### src/rtl/adc_filter_bank.sv
// ---------------------------------------------------------------------------
// adc_filter_bank
//
// Time-multiplexed boxcar (accumulate-and-dump) averaging filter bank for the
// ADC result stream. Each channel sums 2**n samples and emits the truncated
// (or optionally rounded) average. A channel can instead be bypassed, which
// forwards each sample unchanged. All results go out on one tagged stream
// behind a single-entry output register with a valid/ready handshake.
//
// Ports:
//   SCK          clock
//   POR          synchronous active-high reset
//   adc_data     ADC conversion result (unsigned, IWIDTH bits)
//   adc_channel  channel tag of adc_data
//   adc_sample   one high cycle = one sample
//   adc_anum     per-channel averaging exponent, channel c at [3c+2:3c]
//   adc_bypass   per-channel bypass (no averaging)
//   adc_chen     per-channel enable
//   flt_ready    consumer accepts the held result
//   ovr_clr      clears all overrun flags
//   flt_data     filtered result (OWIDTH bits, extra bits are fraction LSBs)
//   flt_channel  channel of flt_data
//   flt_valid    a result is held on flt_data/flt_channel
//   flt_overrun  sticky per-channel flag: a result was dropped
//   data_ready   every enabled channel has produced at least one result
//
// Build option:
//   ADC_FLT_ROUND_EN  when defined, averages are rounded half-up and
//                     saturated instead of truncated. Bypass is unaffected.
// ---------------------------------------------------------------------------
module adc_filter_bank #(
    parameter int NCH    = 8,
    parameter int CHW    = 3,
    parameter int IWIDTH = 10,
    parameter int OWIDTH = 10,
    parameter int MAXLOG = 3
) (
    input  logic                SCK,
    input  logic                POR,
    input  logic [IWIDTH-1:0]   adc_data,
    input  logic [CHW-1:0]      adc_channel,
    input  logic                adc_sample,
    input  logic [3*NCH-1:0]    adc_anum,
    input  logic [NCH-1:0]      adc_bypass,
    input  logic [NCH-1:0]      adc_chen,
    input  logic                flt_ready,
    input  logic                ovr_clr,
    output logic [OWIDTH-1:0]   flt_data,
    output logic [CHW-1:0]      flt_channel,
    output logic                flt_valid,
    output logic [NCH-1:0]      flt_overrun,
    output logic                data_ready
);

    localparam int ACCW = IWIDTH + MAXLOG;
    localparam int CNTW = (MAXLOG > 0) ? MAXLOG : 1;
    localparam int FRAC = OWIDTH - IWIDTH;
    // One spare bit above the scaled sum absorbs the rounding carry.
    localparam int SW   = ACCW + FRAC + 1;
    localparam logic [CHW:0] NCH_L = (CHW+1)'(NCH);

    typedef enum logic {EMPTY, FULL} out_state_t;

    out_state_t          state_q, state_d;

    logic [ACCW-1:0]     acc [NCH];
    logic [CNTW-1:0]     cnt [NCH];
    logic [3*NCH-1:0]    anum_q;
    logic [NCH-1:0]      bypass_q;
    logic [NCH-1:0]      chen_q;
    logic [NCH-1:0]      seen;

    logic [NCH-1:0]      cfg_change;
    logic [ACCW-1:0]     sel_acc;
    logic [CNTW-1:0]     sel_cnt;
    logic [2:0]          sel_anum;
    logic                sel_bypass;
    logic                sel_chen;
    logic                sel_change;
    logic                ch_in_range;
    logic                accept;
    logic [2:0]          n_eff;
    logic [ACCW-1:0]     acc_eff;
    logic [CNTW-1:0]     cnt_eff;
    logic [CNTW:0]       last_idx;
    logic                last;
    logic [ACCW-1:0]     sum;
    logic [SW-1:0]       scaled;
    logic [SW-1:0]       shifted;
    logic [OWIDTH-1:0]   avg;
    logic [OWIDTH-1:0]   res_data;
    logic                res_valid;
    logic                load;
    logic                drop;
    logic [NCH-1:0]      ovr_d;
    logic [NCH-1:0]      seen_d;
    logic                data_ready_d;

    // A channel whose live configuration differs from its registered copy
    // restarts its window this cycle.
    always_comb begin
        cfg_change = '0;
        for (int c = 0; c < NCH; c++) begin
            cfg_change[c] = (adc_anum[3*c +: 3] != anum_q[3*c +: 3]) ||
                            (adc_bypass[c] != bypass_q[c]) ||
                            (adc_chen[c] != chen_q[c]);
        end
    end

    // Pick out the state and configuration of the tagged channel. Tags at or
    // above NCH match nothing and are rejected by ch_in_range.
    always_comb begin
        sel_acc    = '0;
        sel_cnt    = '0;
        sel_anum   = '0;
        sel_bypass = 1'b0;
        sel_chen   = 1'b0;
        sel_change = 1'b0;
        for (int c = 0; c < NCH; c++) begin
            if (adc_channel == CHW'(c)) begin
                sel_acc    = acc[c];
                sel_cnt    = cnt[c];
                sel_anum   = adc_anum[3*c +: 3];
                sel_bypass = adc_bypass[c];
                sel_chen   = adc_chen[c];
                sel_change = cfg_change[c];
            end
        end
    end

    // Sample datapath: the window end is detected on the incoming sample, so
    // the result is ready to register in the same cycle.
    always_comb begin
        ch_in_range = ({1'b0, adc_channel} < NCH_L);
        accept      = adc_sample && ch_in_range && sel_chen;
        n_eff       = (sel_anum > 3'(MAXLOG)) ? 3'(MAXLOG) : sel_anum;
        acc_eff     = sel_change ? '0 : sel_acc;
        cnt_eff     = sel_change ? '0 : sel_cnt;
        last_idx    = (CNTW+1)'((1 << n_eff) - 1);
        last        = ({1'b0, cnt_eff} == last_idx);
        sum         = acc_eff + ACCW'(adc_data);
        scaled      = SW'(sum) << FRAC;
`ifdef ADC_FLT_ROUND_EN
        if (n_eff != 3'd0) begin
            scaled = scaled + (SW'(1) << (n_eff - 3'd1));
        end
`endif
        shifted     = scaled >> n_eff;
        // Only reachable with rounding; truncated averages always fit.
        avg         = (|shifted[SW-1:OWIDTH]) ? '1 : shifted[OWIDTH-1:0];
        res_data    = sel_bypass ? (OWIDTH'(adc_data) << FRAC) : avg;
        res_valid   = accept && (sel_bypass || last);
    end

    // Output register state machine. A new result replaces the held one only
    // if the held one is consumed in the same cycle; otherwise it is dropped.
    always_comb begin
        state_d = state_q;
        load    = 1'b0;
        drop    = 1'b0;
        case (state_q)
            EMPTY: begin
                if (res_valid) begin
                    load    = 1'b1;
                    state_d = FULL;
                end
            end
            FULL: begin
                if (res_valid) begin
                    if (flt_ready) begin
                        load = 1'b1;
                    end else begin
                        drop = 1'b1;
                    end
                end else if (flt_ready) begin
                    state_d = EMPTY;
                end
            end
            default: state_d = EMPTY;
        endcase
    end

    // Overrun and first-result flags. A fresh overrun beats ovr_clr, and a
    // result beats a same-cycle config change (the sample opens the new window).
    always_comb begin
        ovr_d  = ovr_clr ? '0 : flt_overrun;
        seen_d = seen;
        for (int c = 0; c < NCH; c++) begin
            if (cfg_change[c]) begin
                seen_d[c] = 1'b0;
            end
            if (res_valid && (adc_channel == CHW'(c))) begin
                seen_d[c] = 1'b1;
                if (drop) begin
                    ovr_d[c] = 1'b1;
                end
            end
        end
        data_ready_d = &(seen_d | ~adc_chen);
    end

    always_ff @(posedge SCK) begin
        if (POR) begin
            state_q <= EMPTY;
        end else begin
            state_q <= state_d;
        end
    end

    always_ff @(posedge SCK) begin
        if (POR) begin
            flt_data    <= '0;
            flt_channel <= '0;
            flt_overrun <= '0;
            seen        <= '0;
            data_ready  <= 1'b0;
        end else begin
            if (load) begin
                flt_data    <= res_data;
                flt_channel <= adc_channel;
            end
            flt_overrun <= ovr_d;
            seen        <= seen_d;
            data_ready  <= data_ready_d;
        end
    end

    // Per-channel accumulators. Bypassed channels never accumulate, and any
    // configuration change (including disable) discards the partial window.
    always_ff @(posedge SCK) begin
        if (POR) begin
            anum_q   <= '0;
            bypass_q <= '0;
            chen_q   <= '0;
            for (int c = 0; c < NCH; c++) begin
                acc[c] <= '0;
                cnt[c] <= '0;
            end
        end else begin
            anum_q   <= adc_anum;
            bypass_q <= adc_bypass;
            chen_q   <= adc_chen;
            for (int c = 0; c < NCH; c++) begin
                if (accept && (adc_channel == CHW'(c)) && !adc_bypass[c]) begin
                    if (last) begin
                        acc[c] <= '0;
                        cnt[c] <= '0;
                    end else begin
                        acc[c] <= sum;
                        cnt[c] <= cnt_eff + 1'b1;
                    end
                end else if (cfg_change[c]) begin
                    acc[c] <= '0;
                    cnt[c] <= '0;
                end
            end
        end
    end

    assign flt_valid = (state_q == FULL);

endmodule

### config.mk
export PLATFORM = sky130hd
export DESIGN_NAME = adc_filter_bank
export DESIGN_NICKNAME = d
export VERILOG_FILES = /design/src/rtl/adc_filter_bank.sv
export SDC_FILE = /design/constraint.sdc
export NUM_CORES = 1
export LEC_CHECK = 0
export ABC_AREA = 1
export BUFFER_PORTS_ARGS = -buffer_cell sky130_fd_sc_hd__buf_2
export CAP_MARGIN = 20
export CORE_ASPECT_RATIO = 0.7
export CORE_UTILIZATION = 40
export CTS_CLUSTER_DIAMETER = 200
export DETAILED_ROUTE_END_ITERATION = 7
export PLACE_DENSITY = 0.7
export SLEW_MARGIN = 15
export SYNTH_ARGS = -nofsm -noshare
export SYNTH_HDL_FRONTEND = slang
export SYNTH_SLANG_ARGS = --single-unit
### constraint.sdc
create_clock -name SCK -period 4.4 [get_ports SCK]
set_input_delay 0.66 -clock SCK [delete_from_list [all_inputs] [get_ports SCK]]
set_output_delay 0.66 -clock SCK [all_outputs]
set_load 0.01 [all_outputs]
-- Word-level counts from Yosys, hierarchy flattened
Memories as Yosys holds them, arrays and structs flattened.
Index checks and enable logic that the tools add are counted.
- bits in registers: 71
- bits in writable memories: 128
- input port bits: 58
- output and inout bits: 23
- word-level logic and storage cells: 381
- memories: 2
- memories (name ; depth ; width ; rd ports ; clocked after Yosys merged registers in ; write ports ; line ; RTL):
    acc ; 8 ; 13 ; 8 ; 0 ; 8 ; 66 ; logic [ACCW-1:0] acc [NCH];
    cnt ; 8 ; 3 ; 8 ; 0 ; 8 ; 67 ; logic [CNTW-1:0] cnt [NCH];
- $add $sub $neg: 3
- order comparisons: 1
- equal/unequal tests: 32
- shift-type cells: 2
- multiplexer cells: 227
- bitwise operators: 51
- reductions and logical operators: 54
- operators with widths (operator ; count):
    $mux 13 ; 33
    $mux 1 ; 147
    $mux 3 ; 42
    $or 1x1->1 ; 48
    $logic_and 1x1->1 ; 26
    $ne 3x3->1 ; 8
    $mux 10 ; 2
    $logic_or 1x1->1 ; 17
    $ne 1x1->1 ; 16
    $shr 13x3->14 ; 1
    $add 13x10->13 ; 1
    $eq 3x3->1 const B ; 4
    $logic_not 1->1 ; 8
    $mux 8 ; 1
    $not 8->8 ; 1
    $or 8x8->8 ; 1
    $reduce_and 8->1 ; 1
    $eq 3x2->1 const B ; 2
    $eq 3x4->1 ; 1
    $pmux 1 s2 ; 2
    $reduce_or 4->1 ; 1
    $shl 1x3->4 const A ; 1
    $sub 4x2->4 const B ; 1
    $add 3x1->3 const B ; 1
    4 further kinds ; 4

-- Longest topological paths before layout
- word-level depth: 21
- depth in mapped cells: 33

-- Worst setup path after synthesis
No wires, ideal clock.
- path kind: input to register
- start: input adc_channel[0]
- end: register flt_data[8]
- setup time: 0.118 ns
- arrival: 4.175 ns
- required time: 4.282 ns
- slack: 0.107 ns
- cell stages on the path: 26
- path buffers: 2
- path through: inv_1 -> nor3_1 -> buf_2 -> buf_1 -> a22oi_1 -> nand2_1 -> a221oi_1 -> nand3_1 -> o21ai_0 -> a21oi_1 -> ha_1 -> fa_1 -> nand3_1 -> nand2_1 -> nand2_1 -> nand2_1 -> a21oi_1 -> o21ai_0 -> xnor2_1 -> nand2_1 -> o21ai_0 -> or2_2 -> nand3_1 -> nand3b_1 -> nand2_1 -> a21oi_2
- word-level cells in the longest chain between the ends: 18
- ends and longest elaborated chain (element ; line ; RTL):
    start, declared ; 41 ; input logic [CHW-1:0] adc_channel,
    $logic_not 3->1 ; 120 ; if (adc_channel == CHW'(c)) begin
    $mux 3 (8 in series) ; 120 ;
    $gt 3x2->1 ; 136 ; n_eff = (sel_anum > 3'(MAXLOG)) ? 3'(MAXLOG) : sel_anum;
    $mux 3 ; 136 ;
    $shl 1x3->4 ; 139 ; last_idx = (CNTW+1)'((1 << n_eff) - 1);
    $sub 4x2->4 ; 139 ;
    $eq 3x4->1 ; 140 ; last = ({1'b0, cnt_eff} == last_idx);
    $logic_or 1x1->1 ; 152 ; res_valid = accept && (sel_bypass || last);
    $logic_and 1x1->1 ; 152 ;
    $mux 1 (on tied branches) ; 169, 163 ;
    $pmux 1 s2 ; 161 ; case (state_q)
    end signal, assigned ; 219 ; flt_data <= res_data;
    end, declared ; 48 ; output logic [OWIDTH-1:0] flt_data,
Several ways; a longest one is shown, not always the timed one.
A chain may end at the register's enable or synchronous reset.

==> results.txt <==
- Largest stage delay on the critical path: between 500 and 600 ps
- Achievable frequency: about 250 MHz
- Input/output buffers: 80
- Share of synthesized area occupied by flip-flops and latches: between 50 and 60%
* Minimum setup slack among reg-to-reg paths: 560 ps
- Die X: approximately 190 um
* Most common cell on crit path: nor2_1
- Yosys mapped the design onto 48 distinct sky130hd cell types.
- Result of the run: finished clean
- Relative slew slack: 35.91%
* Antenna violations before repair: 0
- The pre-antenna-repair detailed-routing pass consisted of 5 iterations.
* Half-perimeter wire length after detailed placement: 19770 um
- The clock period could shrink to ~4000 ps.
* Unrepaired setup endpoints after global routing: no
- In this run the clock root is driven by a clkbuf_16.
- Traced cell by cell, the critical path runs through buf_2 > inv_1 > nor3_2 > buf_4 > inv_1 > nor2_1 > nor2_1 > nand4_1 > nand2_1 > nand2_1 > nand2_2 > nand2_4 > inv_4 > nand2_4 > ha_1 > inv_1 > nand4_1 > nand2_1 > nor2_1 > nor2_1 > nand2_4 > nand2_2 > or3_1 > nor2_1.
* Layout cell share with drive strength beyond 1: about 18%
- The detail route stage leaves a number of antenna-violating nets equal to 0.
- RD Place Congestion: approximately 0.89
- Worst-path clk slew: 80 ps
- Summed over all layers, the routed wires come to around 26000 um.
- The floorplan step defined a core boundary enclosing 23930 um2.
- Async SR Flop Fraction: 0%
* Number of buffers created by CTS: 17
* Clk_skew: approximately 13 ps
- Worst Setup Path Type: input port to flop
* Biggest fanout along the worst timing path: 16
* Bufs and invs on worst path: 6
- Setup violations remaining at the end of the flow were counted as 0.
* Per-instance average area after synthesis: 8.423 um2
- Actual slew at the worst max-slew pin: about 960 ps
- From bottom edge to top edge, the die measures ~130 um.
* Critical Path Source Type: input port
- Synthesis produced a netlist with a net count of around 1200.
- Sort of element at the end of the critical path: flop
- The repair_antennas step left the layout with diodes totalling 0.
* Number of enable flip-flop cells after synthesis: 128
- Die Outline Area: about 25000 um2
* Maxcap violations: 0
* Area added between synthesis and finish: 17.56%
- Period Utilization, post-route: approximately nine tenths
- For this run, the number of Yosys warnings is 0.
- The slowest stage of the critical path is the or3_1 cell.
* Number of buffers inserted to repair setup after CTS: 0
- Clock latency on the worst-skew pair, taken at its later pin, is 450 ps.
* Ys flop type: edfxtp_1
- Counting along the longest clock path gives a buffer depth of 2.
* H-tree depth: 4
- Synthesis produced a netlist whose cell count is approximately 1200.
- Global routing finished with a remaining overflow of 0.
* Fraction of the core area covered by cells at the end of the flow: between 40 and 50%
- Count of unresolved DRC violations after routing: 0
* First DRT Iteration DRCs: ~870
- Required arrival time at the worst endpoint: approximately 4600 ps
* Total power density per cell area: around 370 nW/um2
- First-pass GRT wire length: 42350 um
* Max IR drop VDD: roughly 0.00031 V
- Final number of max-transition violations: 0
- Mean routed wirelength per cell: approximately 16 um
* Family with the most delay on the worst path: simple AND/OR/NAND/NOR gates
* Lkg Pwr: about 5.3 nW
- # rows: 47
- Flip-flop and latch count after synthesis: just under 200
- Across all layers, the routed design uses 8321 vias.
- Total standard cell area after synthesis: between 9000 and 10000 um2
- Global routing used approximately 22% of the available tracks across all layers.
* TritonCTS clock tree: yes
- The completed layout was analyzed and its total power is roughly 4.3 mW.
- Once the floorplan was initialized, standard cells occupied 41.31% of the core.
* Number of global-route vias before repair: roughly 7700
- Drt via density: slightly above 5
- The tree built by TritonCTS fans out to a little under 200 sinks.
* Pin count of the biggest net entering global routing: 58
- Data on the critical path arrives at its endpoint at between 4000 and 5000 ps.
- The final hold violation count is 0.
- Num ports: 81
- For this run, the post-layout net count is between 1000 and 1500.
* Worst hold path type: input port to flop
[cell usage after synthesis, types with 3 or more instances]
cell        n  area share (%)
a31oi_1     5            0.32
o21ai_0    35             1.8
nor2_1    231             8.8
o22ai_1     3            0.19
nand2_4     5            0.57
inv_2       5            0.19
a22oi_1    10            0.76
inv_1     107             4.1
buf_4       4            0.30
nand3b_1    3            0.23
ha_1       12             1.5
or2_2      13            0.82
nor3_1      4            0.20
buf_1       7            0.27
edfxtp_1  128              39
o211ai_1    7            0.53
nor2_2     12            0.76
buf_2      15            0.76
a21oi_1    62             3.1
dfxtp_1    71              14
nand2_1   246             9.3
xnor2_1    10            0.89
xor2_1     18             1.6
nand3_1    60             3.0
a21oi_2     7            0.62
buf_6       3            0.34
nand4_1    32             2.0
clkbuf_1   15            0.57
o21ai_1    10            0.51
nand2_2     3            0.19
clkinv_1    9            0.34
[state kept, by name, summed over array words and instances (netlist names)]
register / flops
flt_channel: 3
chen_q: 8
acc: 104
seen: 8
flt_data: 10
anum_q: 24
flt_overrun: 8
bypass_q: 8
data_ready: 1
cnt: 24
flt_valid: 1
[layer usage]
layer  vias to the layer above  global-route usage, %  share of wire (%)
met5                         -                      0                  0
met4                         0                  4.435               0.73
met3                        17                  4.900                9.3
met2                       312                  29.32                 40
met1                      3879                  34.35                 50
li1                       4113                      -                  -
[through the flow]
step / area [um2] / hold slack [ps] / cells / setup WS, ps / setup TNS, ps
floorplan: 9888 / 450.8 / 1174 / 107.4 / 0
global placement: 10990 / 457.7 / 1592 / 47.94 / 0
detailed placement: 10990 / 455.7 / 1592 / -54.34 / -178.8
CTS: 11620 / 427.7 / 1624 / 367.6 / 0
global route: 11620 / 435.9 / 1624 / 32.51 / 0
finish: 11620 / 433.3 / 1624 / 382.9 / 0
[cell families after synthesis]
family                   Yosys count  share of synthesized area (%)
flip-flops                       199                          53.25
buffers and inverters            167                          6.959
adder cells (fa/ha/maj)           13                          1.721
XOR/XNOR                          28                          2.480
AND/OR/NAND/NOR                  619                          27.02
AO/OA/AOI/OAI                    148                          8.579
[repair_timing]
item,4_1_cts,5_1_grt
endpoints found under the hold margin,0,0
hold buffers,0,0
resized for setup,0,3
endpoints found under the setup margin,0,10
[cell type report]
cell class	count	area (um2)
fillers	2297	12310
clock buffers	17	425.4
repair buffers	144	905.9
flip-flops and latches	199	5265
multi-input cells	808	3959
clock inverters	15	205.2
well taps	318	397.9
inverters	123	466.7
[cells in the final DEF (no fill, tap or decap), drive strengths merged]
cell | synthesis | final
o21ai | 45 | 45
xor2 | 18 | 18
o21bai | 1 | 1
o31ai | 1 | 1
buf | 29 | 144
a211oi | 1 | 1
nor4 | 1 | 1
nor2 | 244 | 244
o211ai | 7 | 7
nand4 | 34 | 34
inv | 114 | 125
ha | 12 | 12
bufinv | 0 | 1
fa | 1 | 1
nor3 | 6 | 6
clkbuf | 15 | 17
edfxtp | 128 | 128
a31oi | 5 | 5
a221oi | 2 | 2
nand3b | 3 | 3
or2 | 13 | 13
and2 | 1 | 1
dfxtp | 71 | 71
a22oi | 10 | 10
o22ai | 3 | 3
a21oi | 69 | 69
nand3 | 61 | 61
or3 | 2 | 2
clkinv | 9 | 12
a21o | 1 | 1
nand2 | 254 | 254
a41oi | 1 | 1
o221ai | 2 | 2
xnor2 | 10 | 10
[where the power goes]
group / internal, mW / switching (mW)
clock network: 0.839 / 0.839
registers: 2.02 / 0.0208
logic: 0.212 / 0.407
total: 3.08 / 1.27
[worst paths after layout]
check,startpoint,end,cells past startpoint
worst min-delay path,adc_anum[14],anum_q[14]$_SDFF_PP0_,3
worst max register to register,anum_q[0]$_SDFF_PP0_,flt_data[1]$_SDFFE_PP0P_,30
worst max-delay path,adc_channel[1],acc[1][18]$_SDFFCE_PP0P_,24
worst min register to register,flt_overrun[0]$_SDFF_PP0_,flt_overrun[0]$_SDFF_PP0_,2
[worst reg2reg max path: cells and delay by family, from the launching register on]
kind                     cells  cell delay (ps)
AO/OA/AOI/OAI                5              810
adder cells (fa/ha/maj)      1              330
buffers and inverters        5              400
flip-flops                   1              330
AND/OR/NAND/NOR             19             1850
Note: power is estimated with default switching activity, not from simulation.
